--- config.mk ---
export PLATFORM = sky130hd
export DESIGN_NAME = uart_echo_buffer
export DESIGN_NICKNAME = d
export VERILOG_FILES = /design/src/rtl/uart_echo_buffer.sv
export SDC_FILE = /design/constraint.sdc
export NUM_CORES = 1
export LEC_CHECK = 0
export BUFFER_PORTS_ARGS = -buffer_cell sky130_fd_sc_hd__buf_2
export CELL_PAD_IN_SITES_DETAIL_PLACEMENT = 2
export CELL_PAD_IN_SITES_GLOBAL_PLACEMENT = 2
export CORE_UTILIZATION = 49
export DETAILED_ROUTE_END_ITERATION = 6
export PLACE_DENSITY = 0.88
export REMOVE_ABC_BUFFERS = 1
export SETUP_SLACK_MARGIN = 0.4
export SLEW_MARGIN = 20
export SYNTH_ARGS = -nofsm -noshare
export SYNTH_HDL_FRONTEND = slang
export SYNTH_SLANG_ARGS = --single-unit
--- constraint.sdc ---
create_clock -name clk_i -period 4.9 [get_ports clk_i]
set_input_delay 0.98 -clock clk_i [delete_from_list [all_inputs] [get_ports clk_i]]
set_output_delay 0.98 -clock clk_i [all_outputs]
set_load 0.02 [all_outputs]
--- src/rtl/uart_echo_buffer.sv ---
// Byte FIFO plus transmit scheduler sitting between the UART receiver and
// transmitter in the loopback path. Received bytes are queued and launched
// to the transmitter one at a time, waiting for each frame to finish.
module uart_echo_buffer #(
  parameter int unsigned DEPTH        = 16,
  parameter int unsigned DATA_W       = 8,
  parameter int unsigned BUSY_TIMEOUT = 8
) (
  input  logic                     clk_i,
  input  logic                     rst,
  input  logic                     rx_valid,
  input  logic [DATA_W-1:0]        rx_data,
  input  logic                     tx_busy,
  output logic                     tx_en,
  output logic [DATA_W-1:0]        tx_data,
  output logic [$clog2(DEPTH):0]   fifo_count,
  output logic                     fifo_full,
  output logic                     fifo_empty,
  output logic                     overflow
);

  localparam int unsigned PtrW = $clog2(DEPTH);
  localparam int unsigned TmrW = $clog2(BUSY_TIMEOUT);

  localparam logic [PtrW:0]   DepthCnt  = (PtrW+1)'(DEPTH);
  localparam logic [PtrW:0]   CntOne    = (PtrW+1)'(1);
  localparam logic [PtrW-1:0] PtrOne    = PtrW'(1);
  localparam logic [TmrW-1:0] TmrOne    = TmrW'(1);
  localparam logic [TmrW-1:0] TimerLast = TmrW'(BUSY_TIMEOUT - 1);

  typedef enum logic [1:0] {
    StIdle,
    StWaitBusy,
    StWaitDone
  } state_e;

  logic [DATA_W-1:0] mem_q [DEPTH];
  logic [PtrW-1:0]   wr_ptr_q;
  logic [PtrW-1:0]   rd_ptr_q;
  logic [PtrW:0]     count_q;
  logic [TmrW-1:0]   timer_q;
  logic              overflow_q;
  logic              tx_en_q;
  logic [DATA_W-1:0] tx_data_q;
  state_e            state_q;

  logic full;
  logic empty;
  logic do_push;
  logic do_pop;

  // Full/empty come from the occupancy count; a pop happens only on a launch.
  always_comb begin
    full    = (count_q == DepthCnt);
    empty   = (count_q == '0);
    do_push = rx_valid && !full;
    do_pop  = (state_q == StIdle) && !empty && !tx_busy;
  end

  // Byte storage; contents need no reset since count gates every read.
  always_ff @(posedge clk_i) begin
    if (do_push) begin
      mem_q[wr_ptr_q] <= rx_data;
    end
  end

  // Pointers, occupancy and sticky overflow.
  always_ff @(posedge clk_i) begin
    if (rst) begin
      wr_ptr_q   <= '0;
      rd_ptr_q   <= '0;
      count_q    <= '0;
      overflow_q <= 1'b0;
    end else begin
      if (do_push) begin
        wr_ptr_q <= wr_ptr_q + PtrOne;
      end
      if (do_pop) begin
        rd_ptr_q <= rd_ptr_q + PtrOne;
      end
      // Full is judged on the pre-pop count, so a same-cycle pop cannot save the byte.
      if (rx_valid && full) begin
        overflow_q <= 1'b1;
      end
      unique case ({do_push, do_pop})
        2'b10:   count_q <= count_q + CntOne;
        2'b01:   count_q <= count_q - CntOne;
        default: count_q <= count_q;
      endcase
    end
  end

  // Launch scheduler with registered tx_en/tx_data.
  always_ff @(posedge clk_i) begin
    if (rst) begin
      state_q   <= StIdle;
      tx_en_q   <= 1'b0;
      tx_data_q <= '0;
      timer_q   <= '0;
    end else begin
      tx_en_q <= 1'b0;
      unique case (state_q)
        StIdle: begin
          if (do_pop) begin
            tx_en_q   <= 1'b1;
            tx_data_q <= mem_q[rd_ptr_q];
            timer_q   <= '0;
            state_q   <= StWaitBusy;
          end
        end
        StWaitBusy: begin
          // Give up on a transmitter that never raises busy.
          if (tx_busy) begin
            state_q <= StWaitDone;
          end else if (timer_q == TimerLast) begin
            state_q <= StIdle;
          end else begin
            timer_q <= timer_q + TmrOne;
          end
        end
        StWaitDone: begin
          if (!tx_busy) begin
            state_q <= StIdle;
          end
        end
        default: state_q <= StIdle;
      endcase
    end
  end

  assign tx_en      = tx_en_q;
  assign tx_data    = tx_data_q;
  assign fifo_count = count_q;
  assign fifo_full  = full;
  assign fifo_empty = empty;
  assign overflow   = overflow_q;

endmodule

==> reports/metrics.cfg <==
[setup_path]
timing.critical_path.slowest_stage_cell=sky130_fd_sc_hd__dfxtp_1
r2r_setup_slack_ns=1.66
worst_path_largest_cell_delay_ns=0.44
critical_path_buf_inv_count=2
timing.critical_path.from_type=flip-flop
cp_top_family=simple AND/OR/NAND/NOR gates
worst-endpoint-required_ns=5.21
critical_path.endpoint_type=flip-flop
worstPathMaxFanout=22
worst-endpoint-arrival_ns=3.55
crit_chain=nor4_2 -> a2111oi_4 -> buf_4 -> ha_1 -> inv_1 -> fa_1 -> nor2b_1 -> o21ai_0 -> nand3_1 -> or3b_1 -> mux2_2
worstSetupPathType=reg -> reg

[worst_hold_path]
hold_class=reg -> reg

[cts]
clkLatencyLatePin_ns=0.44
cts_tree=built
cts_buffers=17
cts-htree-levels=4
tritoncts_num_sinks=156
cts_root_buffer=sky130_fd_sc_hd__clkbuf_16
cts_repair_resize_count=0
postCtsSetupBuffers=0
cts.hold.buffers_added=0
clock_path_buffers=2
worst_setup_hold_path_clk_slew_ns=0.06

[sta]
period_share_pct=66.2
slew_limit_headroom_pct=23.7
accumulated_negative_setup_slack_ns=0
minimum_clock_period_after_layout_ns=3.24
grt_setup_unrepaired=false
finalHoldViolCount=0
hold_slack_ns=0.468
max_clock_freq_ghz=0.308
slew_viol_final=0
tightest_slew_ns=1.14
timing.clock.skew_ns=0.0241
final-setup-viol-count=0

[floorplan]
fp.dieH_um=115
placeable_core_region_um2=12600
placementRows=41
die_width_um=115
floorplan.initialDensity_pct=50.2
io-pin-count=29
die_area_um2=13300

[layout]
finalNetCount=457
finalInstanceArea_um2=7180
layout-drive-gt1-share_pct=16.4
synthToLayoutAreaGrowth_pct=13.9
count_of_inserted_antenna_diode_cells=0

[detailed_routing]
post_drt_via_cell_ratio=5.84
average_wire_per_cell_in_the_routed_design_um=27.3
post-route-drc-count=0
route.antenna.remaining_nets=0
totalWireLength_um=16800
dr.pass1.iters=4
num_vias=3596
first_iter_violations=215

[global_routing]
antenna_found_initial=0
largest_net_degree_at_the_start_of_global_routing=35
grt_util_met2_pct=49.0
busiest_layer=met2
grt_overflow=0
grt_usage_pct=28.0
first_pass_grt_wire_length_um=25200
grt_pass1_vias=3994
use_met1_pct=32.7
grt_use_met3_pct=6.12

[place]
gp_routability_congestion=0.797
placement.io_buffers=28
hpwl_um=10500
post_dp_cell_area_um2=6600

[power_and_ir_drop]
peakVddDrop_mv=0.329
areal_power_density_over_the_cells_nw_per_um2=501
power.leakage_nw=2.34
p_total_mw=3.60

[synth]
synthTopCellsByArea=sky130_fd_sc_hd__edfxtp_1 61%, sky130_fd_sc_hd__dfxtp_1 8.9%, sky130_fd_sc_hd__mux2i_1 7.3%
netlist-cell-type-count=41
synth_top_area_share_pct=61.0
cell_accounting_for_the_most_synthesized_area=sky130_fd_sc_hd__edfxtp_1
ys.flop_type=sky130_fd_sc_hd__edfxtp_1
post_synth.cell_area_avg_um2=15.8
yosys-top-cells-count=128 x sky130_fd_sc_hd__edfxtp_1, 46 x sky130_fd_sc_hd__mux2i_1, 43 x sky130_fd_sc_hd__nor2_1
yosysMostFrequentCell=sky130_fd_sc_hd__edfxtp_1
syn_area_um2=6300
syn_inst=398
portion_of_the_post_synthesis_area_used_by_sequential_elements_pct=69.9
ys_seq_elements=156
post_synth_edffs=128
async_flop_share_pct=0
ys.warnings.count=0

[outcome]
outcome=finished clean

[flow_run]
maxCapViolations=0

==> layout make-up <==
class	count	area (um^2)
clock inverters	12	150
fillers	1093	5390
clock buffers	18	429
well taps	172	215
repair buffers	35	193
flip-flops and latches	156	4410
inverters	8	30.0
multi-input cells	215	1760
==> flip-flops by register name, indices dropped and copies added (netlist names) <==
signal / flops
fifo_count: 5
mem_q: 128
overflow: 1
rd_ptr_q: 4
state_q: 2
timer_q: 3
tx_data: 8
tx_en: 1
wr_ptr_q: 4
==> layout by cell type, fill, tap and decap left out, types with 4 or more instances in the layout <==
master,instances
sky130_fd_sc_hd__xnor2_1,4
sky130_fd_sc_hd__nor2_1,43
sky130_fd_sc_hd__buf_4,7
sky130_fd_sc_hd__dfxtp_1,27
sky130_fd_sc_hd__nor2b_1,4
sky130_fd_sc_hd__buf_2,28
sky130_fd_sc_hd__xor2_1,5
sky130_fd_sc_hd__clkbuf_16,17
sky130_fd_sc_hd__a211oi_1,9
sky130_fd_sc_hd__nand2_1,14
sky130_fd_sc_hd__a21oi_1,9
sky130_fd_sc_hd__mux2i_1,46
sky130_fd_sc_hd__o22ai_1,22
sky130_fd_sc_hd__edfxtp_1,128
sky130_fd_sc_hd__mux4_1,7
sky130_fd_sc_hd__inv_1,8
sky130_fd_sc_hd__nor3_1,7
sky130_fd_sc_hd__ha_1,11
==> metrics by stage <==
step	worst slack, ns	std cells	util (%)
floorplan	1.40	379	-
global placement	1.48	586	52.5
detailed placement	1.32	586	52.5
CTS	1.64	616	57.1
global route	1.41	616	57.1
finish	1.66	616	57.1
==> power by group <==
group          switching [mW]  internal, mW  leakage [nW]
clock                   0.524         0.790         0.271
combinational           0.419         0.245         0.683
sequential             0.0919          1.53          1.39
==> path summary, 6_finish.rpt <==
kind                      start       endpoint  cells after the start
hold / removal       timer_q[1]     timer_q[1]                      2
setup / recovery  fifo_count[1]  fifo_count[4]                     11
hold reg to reg      timer_q[1]     timer_q[1]                      2
setup reg to reg  fifo_count[1]  fifo_count[4]                     11
==> tightest hold or removal path, delay by kind of cell, from the launching register on <==
kind / cells / cell delay (ns)
DFF: 1 / 0.31
and+or+nand+nor: 1 / 0.05
AOI/OAI and AO/OA: 1 / 0.05
==> logic make-up (layout without fill, tap and decap cells) <==
family	Yosys count	count (layout)	synth area share (%)
DFF	156	156	69.9
xor gates and xnor gates	9	9	1.25
muxes	57	57	11.5
AOI/OAI and AO/OA	53	53	6.41
adders and majority gates	12	12	2.50
and+or+nand+nor	84	84	6.23
buffers and inverters	27	73	2.26
==> per-layer routing <==
metal	wire, um	vias to the layer above
met5	0	-
met3	591	32
li1	-	1609
met2	9020	96
met4	560	0
met1	6640	1859
(Power assumes the default switching activity.)
